--- src/rtl/mem_access_unit.sv ---
// MEM-stage data-memory access unit: turns an EX/MEM load/store into one req/ack bus beat,
// extends load data for MEM/WB, flags misalignment and bus timeouts, and stalls upstream meanwhile.
module mem_access_unit #(
  parameter int TIMEOUT_CYCLES = 16,
  parameter int CNT_W          = 5
) (
  input  logic        clk_i,
  input  logic        rst_i,
  input  logic        mem_read_i,
  input  logic        mem_write_i,
  input  logic [2:0]  funct3_i,
  input  logic [31:0] addr_i,
  input  logic [31:0] wdata_i,
  output logic        stall_o,
  output logic [31:0] dm_data_o,
  output logic        misalign_o,
  output logic        bus_err_o,
  output logic        bus_req_o,
  output logic        bus_we_o,
  output logic [31:0] bus_addr_o,
  output logic [3:0]  bus_be_o,
  output logic [31:0] bus_wdata_o,
  input  logic [31:0] bus_rdata_i,
  input  logic        bus_ack_i
);
  typedef enum logic [1:0] {IDLE, REQ, DONE} state_t;

  state_t            state_q, state_d;
  logic [CNT_W-1:0]  cnt_q, cnt_d;
  logic [2:0]        f3_q, f3_d;
  logic [1:0]        off_q, off_d;
  logic              req_q, req_d, we_q, we_d, err_q, err_d;
  logic [31:0]       addr_q, addr_d, wdata_q, wdata_d, dm_q, dm_d;
  logic [3:0]        be_q, be_d;

  logic        access, in_b, in_h, in_w, misal;
  logic        lb, lh;
  logic [7:0]  rbyte;
  logic [15:0] rhalf;
  logic [31:0] ext;

  // Size decode: anything that is not B/BU/H/HU behaves as a word access.
  assign access = mem_read_i | mem_write_i;
  assign in_b   = (funct3_i == 3'b000) || (funct3_i == 3'b100);
  assign in_h   = (funct3_i == 3'b001) || (funct3_i == 3'b101);
  assign in_w   = !in_b && !in_h;
  assign misal  = (in_h && addr_i[0]) || (in_w && (addr_i[1:0] != 2'b00));

  assign lb    = (f3_q == 3'b000) || (f3_q == 3'b100);
  assign lh    = (f3_q == 3'b001) || (f3_q == 3'b101);
  assign rbyte = bus_rdata_i[{off_q, 3'b000} +: 8];
  assign rhalf = bus_rdata_i[{off_q[1], 4'b0000} +: 16];

  always_comb begin
    ext = bus_rdata_i;
    if (lb)      ext = f3_q[2] ? {24'h0, rbyte} : {{24{rbyte[7]}}, rbyte};
    else if (lh) ext = f3_q[2] ? {16'h0, rhalf} : {{16{rhalf[15]}}, rhalf};
  end

  // Stall and misalign are combinational so the pipeline reacts in the access cycle itself;
  // both are forced low while reset is held.
  assign misalign_o = rst_i && (state_q == IDLE) && access && misal;
  assign stall_o    = rst_i && ((state_q == REQ) ||
                                ((state_q == IDLE) && access && !misal));
  assign dm_data_o  = misalign_o ? 32'h0 : dm_q;

  assign bus_req_o   = req_q;
  assign bus_we_o    = we_q;
  assign bus_addr_o  = addr_q;
  assign bus_be_o    = be_q;
  assign bus_wdata_o = wdata_q;
  assign bus_err_o   = err_q;

  always_comb begin
    state_d = state_q;
    cnt_d   = cnt_q;
    f3_d    = f3_q;
    off_d   = off_q;
    req_d   = req_q;
    we_d    = we_q;
    addr_d  = addr_q;
    be_d    = be_q;
    wdata_d = wdata_q;
    dm_d    = dm_q;
    err_d   = 1'b0;
    unique case (state_q)
      IDLE: begin
        if (access && misal) begin
          dm_d = 32'h0;
        end else if (access) begin
          f3_d   = funct3_i;
          off_d  = addr_i[1:0];
          req_d  = 1'b1;
          we_d   = mem_write_i;
          addr_d = {addr_i[31:2], 2'b00};
          cnt_d  = '0;
          if (!mem_write_i) begin
            be_d    = 4'b1111;
            wdata_d = 32'h0;
          end else if (in_b) begin
            be_d    = 4'b0001 << addr_i[1:0];
            wdata_d = {4{wdata_i[7:0]}};
          end else if (in_h) begin
            be_d    = 4'b0011 << addr_i[1:0];
            wdata_d = {2{wdata_i[15:0]}};
          end else begin
            be_d    = 4'b1111;
            wdata_d = wdata_i;
          end
          state_d = REQ;
        end
      end
      REQ: begin
        // An ack arriving in the timeout cycle still completes the access.
        if (bus_ack_i) begin
          dm_d    = we_q ? 32'h0 : ext;
          req_d   = 1'b0;
          cnt_d   = '0;
          state_d = DONE;
        end else if (cnt_q == CNT_W'(TIMEOUT_CYCLES - 1)) begin
          dm_d    = 32'h0;
          req_d   = 1'b0;
          err_d   = 1'b1;
          cnt_d   = '0;
          state_d = DONE;
        end else begin
          cnt_d = cnt_q + 1'b1;
        end
      end
      DONE:    state_d = IDLE;
      default: state_d = IDLE;
    endcase
  end

  always_ff @(posedge clk_i or negedge rst_i) begin
    if (!rst_i) begin
      state_q <= IDLE;
      cnt_q   <= '0;
      f3_q    <= 3'b0;
      off_q   <= 2'b0;
      req_q   <= 1'b0;
      we_q    <= 1'b0;
      addr_q  <= 32'h0;
      be_q    <= 4'h0;
      wdata_q <= 32'h0;
      dm_q    <= 32'h0;
      err_q   <= 1'b0;
    end else begin
      state_q <= state_d;
      cnt_q   <= cnt_d;
      f3_q    <= f3_d;
      off_q   <= off_d;
      req_q   <= req_d;
      we_q    <= we_d;
      addr_q  <= addr_d;
      be_q    <= be_d;
      wdata_q <= wdata_d;
      dm_q    <= dm_d;
      err_q   <= err_d;
    end
  end
endmodule

--- config.mk ---
export PLATFORM = sky130hd
export DESIGN_NAME = mem_access_unit
export DESIGN_NICKNAME = d
export VERILOG_FILES = /design/src/rtl/mem_access_unit.sv
export SDC_FILE = /design/constraint.sdc
export NUM_CORES = 1
export LEC_CHECK = 0
export ABC_AREA = 0
export BUFFER_PORTS_ARGS = -buffer_cell sky130_fd_sc_hd__buf_2
export CORE_MARGIN = 2
export CORE_UTILIZATION = 50
export CTS_CLUSTER_DIAMETER = 60
export DETAILED_ROUTE_END_ITERATION = 10
export PLACE_DENSITY = 0.81
export SYNTH_ARGS = -nofsm -noshare
export SYNTH_HDL_FRONTEND = slang
export SYNTH_SLANG_ARGS = --single-unit
--- constraint.sdc ---
create_clock -name clk_i -period 2.18 [get_ports clk_i]
set_clock_uncertainty 0.2 [all_clocks]
set_input_delay 0.218 -clock clk_i [delete_from_list [all_inputs] [get_ports clk_i]]
set_output_delay 0.218 -clock clk_i [all_outputs]
set_load 0.005 [all_outputs]
; Yosys cells after proc, flatten, opt, wreduce, memory -nomap -nowiden
; Cells that the tools add are included.
[totals]
input_bits = 104
word_cells = 93
reg_bits = 113
output_inout_bits = 105
[classes]
muxes = 34
n_shift = 4
bitwise = 2
add_sub_neg = 1
eq_ne = 12
reduce_logical = 29
[op_table]
columns = op, count
row1 = $mux W32, 12
row2 = $pmux W32 S2, 1
row3 = $shiftx A32 B6 Y16, 1
row4 = $shiftx A32 B6 Y8, 1
row5 = $mux W5, 4
row6 = $eq A3 B3 Y1 const B, 4
row7 = $mux W4, 3
row8 = $reduce_and A3 Y1, 4
row9 = $logic_and A1 B1 Y1, 10
row10 = $pmux W5 S2, 1
row11 = $mux W2, 4
row12 = $mux W1, 7
row13 = $eq A3 B1 Y1 const B, 2
row14 = $logic_not A3 Y1, 2
row15 = $logic_or A1 B1 Y1, 6
row16 = $add A5 B1 Y5 const B, 1
row17 = $eq A5 B4 Y1 const B, 1
row18 = $ne A2 B2 Y1 const B, 2
row19 = $pmux W2 S2, 1
row20 = $reduce_and A4 Y1, 1
row21 = $reduce_bool A2 Y1, 2
row22 = $shl A1 B2 Y4 const A, 1
row23 = $shl A2 B2 Y4 const A, 1
row24 = $logic_not A1 Y1, 3
row25 = 7 further kinds, 7

; Logic depth before layout (Yosys ltp)
; Gate-level depths: netlist (run 1).
[logic_depth]
depth_word = 10
ltp_mapped = 8
mapped_depth_nobuf = 6

; Least setup slack after synthesis (run 1)
; No wires, ideal clock.
[synth_timing]
kind = reg-to-reg
start = register off_q[1]
end = register dm_q[15]
arrival_time_ps = 1590
path_slack_ps = 268
path_buffers = 0
setup_time_ps = 122
required_ps = 1858
path_stages_with_launch = 5
synth_period_minus_slack_ps = 1912
path_cell_list = dfrtp_1 -> mux4_2 -> a211oi_1 -> nor2_1 -> a32o_1
[synth_via]
elab_chain_cells = 7
elab_cells_between_ends = 9
classes_between = shift (2) / mux (7)
[synth_lines]
columns = element, line_no
row1 = "start, declared", 31  ; logic [1:0] off_q, off_d;
row2 = "start signal, assigned", 140  ; off_q <= 2'b0;
row3 = "start signal, assigned", 152  ; off_q <= off_d;
row4 = $shiftx A32 B6 Y16, 52  ; assign rhalf = bus_rdata_i[{off_q[1], 4'b0000} +: 16];
row5 = $mux W32 (2 in series), 57  ; else if (lh) ext = f3_q[2] ? {16'h0, rhalf} : {{16{rhalf[15]}}, rhalf};
row6 = $mux W32 *, 56  ; if (lb) ext = f3_q[2] ? {24'h0, rbyte} : {{24{rbyte[7]}}, rbyte};
row7 = $mux W32 *, 116  ; dm_d = we_q ? 32'h0 : ext;
row8 = $mux W32 *, 115  ; if (bus_ack_i) begin
row9 = $pmux W32 S2 *, 86  ; unique case (state_q)
row10 = "end signal, assigned", 158  ; dm_q <= dm_d;
row11 = "end, declared", 33  ; logic [31:0] addr_q, addr_d, wdata_q, wdata_d, dm_q, dm_d;
; Mark *: on every way between the ends. The rest lies on a longest branch, timed or not.
; A chain may end at the register's enable or synchronous reset.

; Final worst setup path (run 1)
[layout_timing]
start = register state_q[0]
end = output port dm_data_o[27]
[layout_via]
elab_chain_cells = 5
[layout_lines]
columns = element, line_no
row1 = "start, declared", 28  ; state_t state_q, state_d;
row2 = "start signal, assigned", 149  ; state_q <= state_d;
row3 = $logic_not A2 Y1, 62  ; assign misalign_o = rst_i && (state_q == IDLE) && access && misal;
row4 = $logic_and A1 B1 Y1 (3 in series), 62
row5 = $mux W32, 65  ; assign dm_data_o = misalign_o ? 32'h0 : dm_q;
row6 = "end, declared", 15  ; output logic [31:0] dm_data_o,
; No other way between the ends.

==> metrics.txt, run 1 <==
# TYPE chip_impl_metric gauge
chip_impl_metric{name="register_area",unit="mm²"} 0.00283
chip_impl_metric{name="cp.required",unit="ns"} 1.76
chip_impl_metric{name="timing.final.max_slew_violations",unit=""} 0
chip_impl_info{name="criticalPathCategory",value="reg -> out"} 1
chip_impl_metric{name="gp_congestion",unit=""} 0.860
chip_impl_metric{name="count_of_distinct_cell_types_in_the_synthesized_netlist",unit=""} 50
chip_impl_metric{name="grt_first_pass_wirelength",unit="mm"} 31.2
chip_impl_metric{name="synth_top_area_share",unit="%"} 50.3
chip_impl_metric{name="post_synth_instance_area",unit="mm²"} 0.00562
chip_impl_info{name="clk_root_buffer_cell",value="clkbuf_8"} 1
chip_impl_metric{name="detail_route.vias_per_cell",unit=""} 5.85
chip_impl_metric{name="max_slew_headroom",unit="%"} 32.5
chip_impl_info{name="post-synth-top-area-cell",value="dfrtp_1"} 1
chip_impl_info{name="start_kind",value="register"} 1
chip_impl_metric{name="finish.utilization",unit="%"} 80.1
chip_impl_metric{name="hold_viol",unit=""} 0
chip_impl_metric{name="area_growth_syn_to_layout",unit="%"} 55.3
chip_impl_info{name="synth_flop_cell",value="dfrtp_1"} 1
chip_impl_info{name="synth_most_common_cell",value="dfrtp_1"} 1
chip_impl_metric{name="synth-seq-cells",unit=""} 113
chip_impl_metric{name="route.detailed.drc",unit=""} 0
chip_impl_metric{name="synth_warnings",unit=""} 0
chip_impl_metric{name="drt_first_pass_iters",unit=""} 5
chip_impl_metric{name="filler_cell_count",unit=""} 576
chip_impl_metric{name="clk_pin_slew_worst_paths",unit="ns"} 0.06
chip_impl_info{name="synth_top_family_by_area",value="compound AO/OA/AOI/OAI gates"} 1
chip_impl_metric{name="cts_htree_levels",unit=""} 4
chip_impl_metric{name="grt_start_max_net_pins",unit=""} 92
chip_impl_metric{name="grt_antenna_before_repair",unit=""} 0
chip_impl_info{name="synth.cells.most_frequent",value="dfrtp_1 (113), nand2_1 (74), o21ai_0 (38), and2_1 (34), mux2_2 (34)"} 1
chip_impl_metric{name="cts_inserted_buffers",unit=""} 17
chip_impl_metric{name="maxCapViolations",unit=""} 0
chip_impl_info{name="type_of_the_worst_min_delay_path",value="in -> reg"} 1
chip_impl_info{name="tritoncts",value="built"} 1
chip_impl_metric{name="wirelength",unit="mm"} 20.7
chip_impl_metric{name="core.rowCount",unit=""} 38
chip_impl_metric{name="worst_ir_drop_vdd",unit="mV"} 0.732
chip_impl_metric{name="worst_case_hold_slack",unit="ns"} 0.0327
chip_impl_metric{name="timing_worst_slew_pin_value",unit="ns"} 1.01
chip_impl_metric{name="clkSinkCount",unit=""} 113
chip_impl_metric{name="critical_path_peak_fanout",unit=""} 17
chip_impl_info{name="synth.area.top_cells",value="dfrtp_1 (50%), mux2_2 (6.8%), mux2i_1 (5.7%), nand2_1 (4.9%), and2_1 (3.8%)"} 1
chip_impl_info{name="rsz0062_at_grt",value="true"} 1
chip_impl_metric{name="max_freq",unit="MHz"} 443
chip_impl_metric{name="route.vias.total",unit=""} 5890
chip_impl_metric{name="synth_seq_area_share",unit="%"} 50.3
chip_impl_info{name="endpoint_kind",value="output pin"} 1
chip_impl_metric{name="die-height",unit="µm"} 110
chip_impl_metric{name="grt_use_total",unit="%"} 34.3
chip_impl_metric{name="core_area",unit="mm²"} 0.0109
chip_impl_metric{name="min_period_over_period",unit="%"} 103
chip_impl_metric{name="worst-endpoint-arrival",unit="ns"} 1.84
chip_impl_metric{name="clkLatencyLatePin",unit="ns"} 0.51
chip_impl_metric{name="cellPowerDensity",unit="mW/mm²"} 1220
chip_impl_metric{name="yosys.area_share.xor_xnor",unit="%"} 0
chip_impl_metric{name="port_buffers",unit=""} 206
chip_impl_metric{name="top_level_ports",unit=""} 209
chip_impl_metric{name="initialDrtViolationCount",unit=""} 360
chip_impl_metric{name="synth_mux_area_share",unit="%"} 13.3
chip_impl_info{name="status",value="complete, but fails checks"} 1
chip_impl_metric{name="dieWidth",unit="µm"} 110
chip_impl_metric{name="post_synth_fa_ha_maj_area_fraction",unit="%"} 1.11
chip_impl_metric{name="finish.net_count",unit=""} 963
chip_impl_metric{name="final.setup.worst_slack",unit="ns"} -0.0758
chip_impl_metric{name="max-clock-path-buffers",unit=""} 2
chip_impl_info{name="violations_in_the_final_reports",value="negative setup slack"} 1
chip_impl_metric{name="number_of_global_route_vias_before_repair",unit=""} 6085
chip_impl_metric{name="setup-violations-final",unit=""} 33
chip_impl_metric{name="synthesized_area_fraction_occupied_by_and_or_nand_nor_cells",unit="%"} 14.0
chip_impl_metric{name="wl_per_cell",unit="µm"} 20.5
chip_impl_metric{name="timing.final.crit_period",unit="ns"} 2.26
chip_impl_metric{name="placed_cells_incl_taps",unit=""} 850
chip_impl_metric{name="postSynthCellCount",unit=""} 525
chip_impl_metric{name="synth-compound-area-share",unit="%"} 16.6
chip_impl_metric{name="p_leak",unit="nW"} 4.27
chip_impl_metric{name="share_of_flip_flops_with_an_asynchronous_set_or_reset",unit="%"} 100
chip_impl_metric{name="post_route_insts_no_fill",unit=""} 1007
chip_impl_metric{name="multi_input_area",unit="mm²"} 0.00260
chip_impl_metric{name="drive_gt1_share",unit="%"} 37.1
chip_impl_metric{name="synth_enable_flop_cells",unit=""} 0
chip_impl_metric{name="antenna_cells",unit=""} 0
chip_impl_metric{name="floorplan.initialDensity",unit="%"} 51.6
chip_impl_metric{name="globalRouteOverflowTotal",unit=""} 0
chip_impl_metric{name="floorplan.die_area",unit="mm²"} 0.0121
chip_impl_metric{name="detailed_place_hpwl",unit="mm"} 11.0
chip_impl_metric{name="syn_area_per_cell",unit="µm²"} 10.7
chip_impl_metric{name="final_antenna_net_count",unit=""} 0
-- cell families (layout without fill, tap and decap cells) --
group,Yosys count,after routing
muxes,68,68
AOI/OAI and AO/OA,130,130
buffers and inverters,52,393
other,1,2
DFF,113,113
and+or+nand+nor,156,156
adders and majority gates,5,5
-- placed cells by master (no fill, tap or decap), types with 7 or more instances in the layout --
cell type / n
clkinv_2: 7
and2_4: 13
buf_6: 11
o31ai_1: 16
a211oi_1: 7
inv_1: 11
a22o_1: 14
nand2_1: 74
a21oi_1: 8
mux2i_1: 32
and2_1: 21
buf_4: 18
buf_2: 194
dlygate4sd3_1: 120
a221o_1: 17
nor2_1: 15
o22ai_1: 16
nor2b_1: 8
dfrtp_1: 112
mux2_2: 34
clkbuf_16: 16
o21ai_0: 38
-- report_power, final --
part / leakage (nW) / internal [mW] / switching, mW / total [mW]
clock network: 0.249 / 1.44 / 0.984 / 2.42
logic: 2.58 / 2.31 / 2.25 / 4.56
registers: 1.44 / 3.02 / 0.652 / 3.67
-- worst max-delay path, stage by stage, from the launching register on --
cell,delay (ns)
dfrtp_1,0.41
nor2_4,0.13
and2_4,0.17
nand3_4,0.13
buf_12,0.19
and2_1,0.16
buf_2,0.13
-- layout make-up --
type,instances,share of cell area (%)
Multi-Input combinational cell,361,29.8
Timing Repair Buffer,349,29.3
Inverter,12,0.516
Clock inverter,11,0.746
Sequential cell,113,32.4
Tap cell,140,2.01
Clock buffer,21,5.15
-- stage by stage --
stage / setup WS [ns] / TNS, ns / total power [mW] / instance area [µm²]
floorplan: 0.268 / 0 / 5.84 / 5620
global placement: 0.210 / 0 / 7.27 / 6820
detailed placement: 0.142 / 0 / 7.43 / 6820
CTS: -0.0516 / -1.30 / 10.2 / 8610
global route: -0.144 / -4.09 / 11.2 / 8720
finish: -0.0758 / -1.73 / 10.7 / 8720
-- what timing repair did --
action	4_1_cts	5_1_grt
resized for setup	8	24
buffers inserted	4	0
endpoints found under the hold margin	221	0
hold buffers	120	0
gates cloned	1	0
endpoints found under the setup margin	33	36
pin swaps	2	4
-- metal layers --
metal / part of all wire [%] / track usage [%]
met3: 9.0 / 9.23
met1: 37 / 39.3
met4: 4.6 / 20.0
met2: 50 / 57.6
met5: 0 / 0
-- worst paths after layout --
path,cells past startpoint,end,startpoint,slack (ns)
setup reg to reg,6,bus_be_o[3],state_q[0],0.07
setup / recovery,6,dm_data_o[27],state_q[0],-0.08
hold reg to reg,2,bus_wdata_o[22],bus_wdata_o[22],0.29
max in group asynchronous,4,dm_q[11],rst_i,0.91
min in group asynchronous,3,dm_q[20],rst_i,0.09
hold / removal,5,bus_be_o[0],addr_i[0],0.03
-- registers in the layout, indices dropped and copies added (netlist names) --
name / flops
dm_q: 32
off_q: 2
bus_addr_o: 30
bus_req_o: 1
bus_be_o: 4
bus_we_o: 1
bus_err_o: 1
f3_q: 3
state_q: 2
cnt_q: 5
bus_wdata_o: 32
Note: power is estimated with default switching activity, not from simulation.
==> run 2, diff against run 1 <==
Settings changed: PLACE_DENSITY 0.81 to 0.78.
==> metrics.txt, run 2 (synthesis gave the netlist of run 1 again) <==
# TYPE chip_impl_metric gauge
chip_impl_metric{name="hold_viol",unit=""} 0
chip_impl_metric{name="drive_gt1_share",unit="%"} 38.4
chip_impl_metric{name="p_leak",unit="nW"} 4.32
chip_impl_info{name="start_kind",value="register"} 1
chip_impl_metric{name="grt_start_max_net_pins",unit=""} 91
chip_impl_metric{name="top_level_ports",unit=""} 209
chip_impl_metric{name="initialDrtViolationCount",unit=""} 465
chip_impl_metric{name="route.vias.total",unit=""} 5793
chip_impl_metric{name="area_growth_syn_to_layout",unit="%"} 57.7
chip_impl_metric{name="grt_use_met2",unit="%"} 55.6
chip_impl_metric{name="port_buffers",unit=""} 206
chip_impl_metric{name="power_switching",unit="mW"} 3.86
chip_impl_metric{name="crit_cells",unit=""} 6
chip_impl_metric{name="route.detailed.drc",unit=""} 0
chip_impl_info{name="status",value="complete, but fails checks"} 1
chip_impl_metric{name="globalRouteOverflowTotal",unit=""} 0
chip_impl_metric{name="clk_pin_slew_worst_paths",unit="ns"} 0.06
chip_impl_info{name="violations_in_the_final_reports",value="negative setup slack"} 1
chip_impl_metric{name="core_area",unit="mm²"} 0.0109
chip_impl_metric{name="reg2reg_depth",unit=""} 6
chip_impl_metric{name="cellPowerDensity",unit="mW/mm²"} 1260
chip_impl_metric{name="filler_cell_count",unit=""} 561
chip_impl_metric{name="max-clock-path-buffers",unit=""} 2
chip_impl_metric{name="finish.net_count",unit=""} 964
chip_impl_metric{name="dieWidth",unit="µm"} 110
chip_impl_metric{name="wl_per_cell",unit="µm"} 20.0
chip_impl_metric{name="core.rowCount",unit=""} 38
chip_impl_metric{name="setup-violations-final",unit=""} 32
chip_impl_metric{name="final.setup.worst_slack",unit="ns"} -0.0892
chip_impl_metric{name="cts_inserted_buffers",unit=""} 17
chip_impl_metric{name="clkSinkCount",unit=""} 113
chip_impl_metric{name="critical_path_peak_fanout",unit=""} 8
chip_impl_metric{name="sequentialPowerShare",unit="%"} 32.4
chip_impl_metric{name="detail_route.vias_per_cell",unit=""} 5.75
chip_impl_info{name="layout.cells.most_common",value="buf_2"} 1
chip_impl_metric{name="cp.required",unit="ns"} 1.76
chip_impl_metric{name="met3_usage",unit="%"} 10.6
chip_impl_metric{name="floorplan.die_area",unit="mm²"} 0.0121
chip_impl_info{name="endpoint_kind",value="output pin"} 1
chip_impl_metric{name="final_antenna_net_count",unit=""} 0
chip_impl_metric{name="grt_first_pass_wirelength",unit="mm"} 30.3
chip_impl_metric{name="max_freq",unit="MHz"} 441
chip_impl_metric{name="power.clock.fraction",unit="%"} 25.6
chip_impl_metric{name="floorplan.initialDensity",unit="%"} 51.6
chip_impl_info{name="critical-path-top-delay-family",value="simple AND/OR/NAND/NOR gates"} 1
chip_impl_metric{name="cts_htree_levels",unit=""} 4
chip_impl_metric{name="number_of_global_route_vias_before_repair",unit=""} 5996
chip_impl_metric{name="wirelength",unit="mm"} 20.1
chip_impl_metric{name="worst_path_largest_cell_delay",unit="ns"} 0.43
chip_impl_metric{name="die-height",unit="µm"} 110
chip_impl_metric{name="grt_use_total",unit="%"} 33.0
chip_impl_info{name="mostFrequentLayoutCells",value="buf_2 (188), dlygate4sd3_1 (117), dfrtp_1 (112)"} 1
chip_impl_metric{name="finish.utilization",unit="%"} 81.4
chip_impl_metric{name="antenna_cells",unit=""} 0
chip_impl_info{name="rsz0062_at_grt",value="true"} 1
chip_impl_info{name="clk_root_buffer_cell",value="clkbuf_8"} 1
chip_impl_metric{name="clkLatencyLatePin",unit="ns"} 0.51
chip_impl_metric{name="worst-endpoint-arrival",unit="ns"} 1.85
chip_impl_metric{name="maxCapViolations",unit=""} 0
chip_impl_info{name="tritoncts",value="built"} 1
chip_impl_metric{name="worst_ir_drop_vdd",unit="mV"} 0.818
chip_impl_metric{name="met1_usage",unit="%"} 37.2
chip_impl_metric{name="critical_path.n_buffers_inverters",unit=""} 2
chip_impl_info{name="path_cells",value="nor2_4 > and2_4 > nand3_4 > buf_4 > and2_1 > buf_2"} 1
chip_impl_metric{name="drt_first_pass_iters",unit=""} 5
chip_impl_metric{name="whs_path_depth",unit=""} 4
chip_impl_metric{name="min_period_over_period",unit="%"} 104
chip_impl_metric{name="combinationalPowerShare",unit="%"} 42.0
chip_impl_info{name="worst_path_max_delay_cell",value="dfrtp_2"} 1
chip_impl_metric{name="gp_congestion",unit=""} 0.863
chip_impl_info{name="criticalPathCategory",value="reg -> out"} 1
chip_impl_info{name="grt-busiest-layer",value="met2"} 1
chip_impl_metric{name="timing.final.crit_period",unit="ns"} 2.27
chip_impl_metric{name="totalNegativeSetupSlack",unit="ns"} -1.81
chip_impl_metric{name="power.share.switching",unit="%"} 34.5
chip_impl_metric{name="intPower",unit="mW"} 7.34
chip_impl_metric{name="timing.final.max_slew_violations",unit=""} 0
chip_impl_info{name="type_of_the_worst_min_delay_path",value="in -> reg"} 1
chip_impl_metric{name="grt_antenna_before_repair",unit=""} 0
chip_impl_metric{name="detailed_place_hpwl",unit="mm"} 10.9
-- run 2: cell count changes in the layout (fill, tap and decap cells not counted), moves of 3 or more --
cell	before	now
and2_1	21	14
bufinv_16	0	4
buf_6	11	19
dlygate4sd3_1	120	117
buf_4	18	22
clkinv_2	7	3
and2_4	13	19
buf_2	194	188
-- run 2: routing by layer --
metal	vias to the layer above	part of all wire (%)
li1	2541	-
met1	2810	36
met2	366	51
met3	76	9.1
met4	0	4.0
met5	-	0
-- run 2: area by class of cell --
cell class / instances / area [µm²] / share of cell area, %
well taps: 140 / 175 / 1.98
clock buffers: 22 / 453 / 5.11
flip-flops and latches: 113 / 2830 / 31.9
multi-input cells: 361 / 2630 / 29.7
clock inverters: 10 / 158 / 1.78
inverters: 12 / 45.0 / 0.508
repair buffers: 350 / 2570 / 29.0
-- run 2: metrics by stage --
| stage | hold slack [ns] | instance area [µm²] | power (mW) | setup WS [ns] | cells |
|---|---|---|---|---|---|
| finish | 0.0271 | 8860 | 11.2 | -0.0892 | 1008 |
| global route | 0.0168 | 8860 | 11.8 | -0.154 | 1008 |
| CTS | 0.00416 | 8660 | 10.6 | -0.0298 | 1006 |
| detailed placement | 0.0548 | 6810 | 7.41 | 0.164 | 852 |
| global placement | 0.0514 | 6810 | 7.25 | 0.205 | 852 |
| floorplan | -0.278 | 5620 | 5.84 | 0.268 | 526 |
-- run 2: what timing repair did --
item,4_1_cts,5_1_grt
hold buffers,117,0
endpoints found under the setup margin,34,35
hold endpoints to repair,220,0
pin swaps,0,12
setup buffers,3,2
resized for setup,10,44
gates cloned,2,0
-- run 2: final timing paths --
| path | start | end | slack [ns] |
|---|---|---|---|
| min | mem_write_i | bus_wdata_o[30] | 0.03 |
| max reg2reg | state_q[1] | bus_be_o[3] | 0.06 |
| min reg2reg | bus_wdata_o[6] | bus_wdata_o[6] | 0.28 |
| max in group asynchronous | rst_i | bus_addr_o[10] | 0.91 |
| min in group asynchronous | rst_i | dm_q[26] | 0.09 |
| max | state_q[1] | dm_data_o[27] | -0.09 |
-- run 2: tightest hold or removal path, stage by stage --
cell and delay, ns:
buf_2 0.10, buf_4 0.20, nand2_1 0.07, o21ai_0 0.09
-- run 2: power groups by stage --
stage	registers, mW	logic (mW)	clock network [mW]
floorplan	3.54	2.30	0
global placement	3.51	3.75	0
detailed placement	3.55	3.86	0
CTS	3.53	4.18	2.88
global route	3.71	5.07	3.01
finish	3.63	4.70	2.87
==> run 3, diff against run 2 <==
Settings changed: CELL_PAD_IN_SITES_DETAIL_PLACEMENT set to 0, CELL_PAD_IN_SITES_GLOBAL_PLACEMENT set to 1, CORE_UTILIZATION 50 to 34, PLACE_DENSITY 0.78 to 0.74.
Clock period 2.18 ns to 1.8 ns, I/O delays scaled along.
==> metrics.txt, run 3 (synthesis gave the netlist of run 1 again) <==
# TYPE chip_impl_metric gauge
chip_impl_info{name="status",value="complete, but fails checks"} 1
chip_impl_info{name="violations_in_the_final_reports",value="negative setup slack"} 1
chip_impl_metric{name="multi_input_area",unit="mm²"} 0.00283
chip_impl_metric{name="max_freq",unit="MHz"} 473
chip_impl_metric{name="finish.net_count",unit=""} 977
chip_impl_metric{name="register_area",unit="mm²"} 0.00283
chip_impl_metric{name="timing.final.crit_period",unit="ns"} 2.12
chip_impl_metric{name="port_buffers",unit=""} 206
chip_impl_metric{name="route.vias.total",unit=""} 5494
chip_impl_metric{name="critical_path.n_buffers_inverters",unit=""} 2
chip_impl_metric{name="initialDrtViolationCount",unit=""} 208
chip_impl_info{name="endpoint_kind",value="output pin"} 1
chip_impl_metric{name="antenna_cells",unit=""} 0
chip_impl_metric{name="dieWidth",unit="µm"} 133
chip_impl_metric{name="timing.reg2reg.setup_slack",unit="ns"} -0.19
chip_impl_metric{name="drt_first_pass_iters",unit=""} 4
chip_impl_metric{name="die-height",unit="µm"} 133
chip_impl_metric{name="clkSinkCount",unit=""} 113
chip_impl_metric{name="route.detailed.drc",unit=""} 0
chip_impl_info{name="startpoint",value="state_q[1]"} 1
chip_impl_metric{name="filler_cell_count",unit=""} 1362
chip_impl_metric{name="dp_worst_setup_slack",unit="ns"} -0.160
chip_impl_metric{name="final_antenna_net_count",unit=""} 0
chip_impl_metric{name="wirelength",unit="mm"} 19.1
chip_impl_metric{name="cellPowerDensity",unit="mW/mm²"} 1530
chip_impl_metric{name="reg2reg_depth",unit=""} 8
chip_impl_metric{name="timing_worst_slew_pin_value",unit="ns"} 0.922
chip_impl_info{name="worst_reg2reg_endpoint",value="dm_q[28]"} 1
chip_impl_info{name="path_cells",value="nor2_2 > and2_4 > nand3_4 > buf_16 > and2_1 > buf_2"} 1
chip_impl_info{name="rr_startpoint",value="state_q[0]"} 1
chip_impl_metric{name="core_area",unit="mm²"} 0.0160
chip_impl_metric{name="drive_gt1_share",unit="%"} 45.4
chip_impl_metric{name="grt_start_max_net_pins",unit=""} 114
chip_impl_metric{name="max_slew_headroom",unit="%"} 38.3
chip_impl_metric{name="cts_htree_levels",unit=""} 4
chip_impl_metric{name="grt_use_total",unit="%"} 21.3
chip_impl_info{name="tritoncts",value="built"} 1
chip_impl_info{name="criticalPathCategory",value="reg -> out"} 1
chip_impl_metric{name="floorplan.die_area",unit="mm²"} 0.0176
chip_impl_metric{name="gp_congestion",unit=""} 0.828
chip_impl_metric{name="finish.utilization",unit="%"} 58.8
chip_impl_metric{name="final.setup.worst_slack",unit="ns"} -0.315
chip_impl_metric{name="worst-endpoint-arrival",unit="ns"} 1.74
chip_impl_info{name="layout.cells.most_common",value="buf_2"} 1
chip_impl_metric{name="critical_path_peak_fanout",unit=""} 16
chip_impl_metric{name="grt_first_pass_wirelength",unit="mm"} 30.1
chip_impl_metric{name="core.rowCount",unit=""} 46
chip_impl_metric{name="clkLatencyLatePin",unit="ns"} 0.41
chip_impl_metric{name="max-clock-path-buffers",unit=""} 2
chip_impl_metric{name="grt_antenna_before_repair",unit=""} 0
chip_impl_info{name="critical-path-top-delay-family",value="simple AND/OR/NAND/NOR gates"} 1
chip_impl_metric{name="detail_route.vias_per_cell",unit=""} 5.01
chip_impl_metric{name="top_level_ports",unit=""} 209
chip_impl_info{name="type_of_the_worst_min_delay_path",value="in -> reg"} 1
chip_impl_info{name="mostFrequentLayoutCells",value="buf_2 (189), dfrtp_1 (112), dlygate4sd3_1 (92)"} 1
chip_impl_metric{name="detailed_place_hpwl",unit="mm"} 12.1
chip_impl_metric{name="maxCapViolations",unit=""} 0
chip_impl_info{name="rsz0062_at_grt",value="true"} 1
chip_impl_metric{name="worst_path_largest_cell_delay",unit="ns"} 0.40
chip_impl_metric{name="hold_viol",unit=""} 0
chip_impl_metric{name="crit_cells",unit=""} 6
chip_impl_info{name="worst_path_max_delay_cell",value="dfrtp_1"} 1
chip_impl_metric{name="wl_per_cell",unit="µm"} 17.4
chip_impl_info{name="critical_path.endpoint",value="dm_data_o[1]"} 1
chip_impl_metric{name="globalRouteOverflowTotal",unit=""} 0
chip_impl_metric{name="worst_case_hold_slack",unit="ns"} 0.0136
chip_impl_info{name="clk_root_buffer_cell",value="clkbuf_16"} 1
chip_impl_metric{name="worst_ir_drop_vdd",unit="mV"} 0.803
chip_impl_metric{name="cp.required",unit="ns"} 1.42
chip_impl_metric{name="clk_pin_slew_worst_paths",unit="ns"} 0.05
chip_impl_metric{name="p_leak",unit="nW"} 4.56
chip_impl_metric{name="min_period_over_period",unit="%"} 118
chip_impl_metric{name="floorplan.initialDensity",unit="%"} 35.1
chip_impl_metric{name="timing.final.max_slew_violations",unit=""} 0
chip_impl_metric{name="setup-violations-final",unit=""} 96
chip_impl_metric{name="number_of_global_route_vias_before_repair",unit=""} 5872
chip_impl_info{name="start_kind",value="register"} 1
chip_impl_metric{name="cts_inserted_buffers",unit=""} 17
chip_impl_metric{name="area_growth_syn_to_layout",unit="%"} 67.4
==> run 3: worst min-delay path by stage <==
stage	from	to	slack (ns)	cells after the start
global route	addr_i[1]	bus_be_o[3]	0.03	4
finish	wdata_i[24]	bus_wdata_o[24]	0.01	5
detailed placement	rst_i	bus_req_o	0.17	2
floorplan	rst_i	bus_addr_o[10]	-0.32	0
global placement	rst_i	bus_req_o	0.15	2
CTS	wdata_i[24]	bus_wdata_o[24]	0.002	5
==> run 3: timing repair <==
item                                    in CTS  in global routing
hold buffers                                92                  0
cloned                                       3                  5
hold endpoints to repair                   203                  0
endpoints found under the setup margin      66                100
gates resized for setup                     25                 74
buffers inserted                            10                  5
pin swaps                                   10                 20
==> run 3: cell type report <==
class | count | area share, %
clock inverter | 14 | 1.92
multi-input combinational | 361 | 30.1
clock buffer | 18 | 4.67
timing repair buffer | 363 | 29.9
inverter | 12 | 0.479
sequential | 113 | 30.1
tap | 216 | 2.88
==> run 3: tightest hold or removal path: cells and delay by family <==
family	cells	cell delay [ns]
compound gates	2	0.15
simple gates	2	0.13
buf+inv	1	0.11
==> run 3: power by group <==
part / internal [mW] / leakage [nW] / switching, mW
logic: 3.60 / 2.82 / 2.97
clock network: 2.23 / 0.297 / 1.28
registers: 3.65 / 1.44 / 0.655
==> run 3: metrics by stage <==
step / TNS [ns] / power [mW] / instance area [µm²] / std cells
after CTS: -13.09 / 13.6 / 8900 / 1089
after global placement: -2.39 / 9.19 / 7150 / 954
final: -15.16 / 14.4 / 9400 / 1097
after floorplan: -1.34 / 7.08 / 5620 / 526
after global routing: -22.49 / 15.3 / 9400 / 1097
after detailed placement: -3.53 / 9.34 / 7150 / 954
==> run 3: per-layer routing <==
layer	part of all wire, %	vias up	global-route usage, %
li1	-	2580	-
met1	41	2679	24.5
met2	50	206	37.1
met3	6.5	29	6.05
met4	2.3	0	8.96
met5	0	-	0
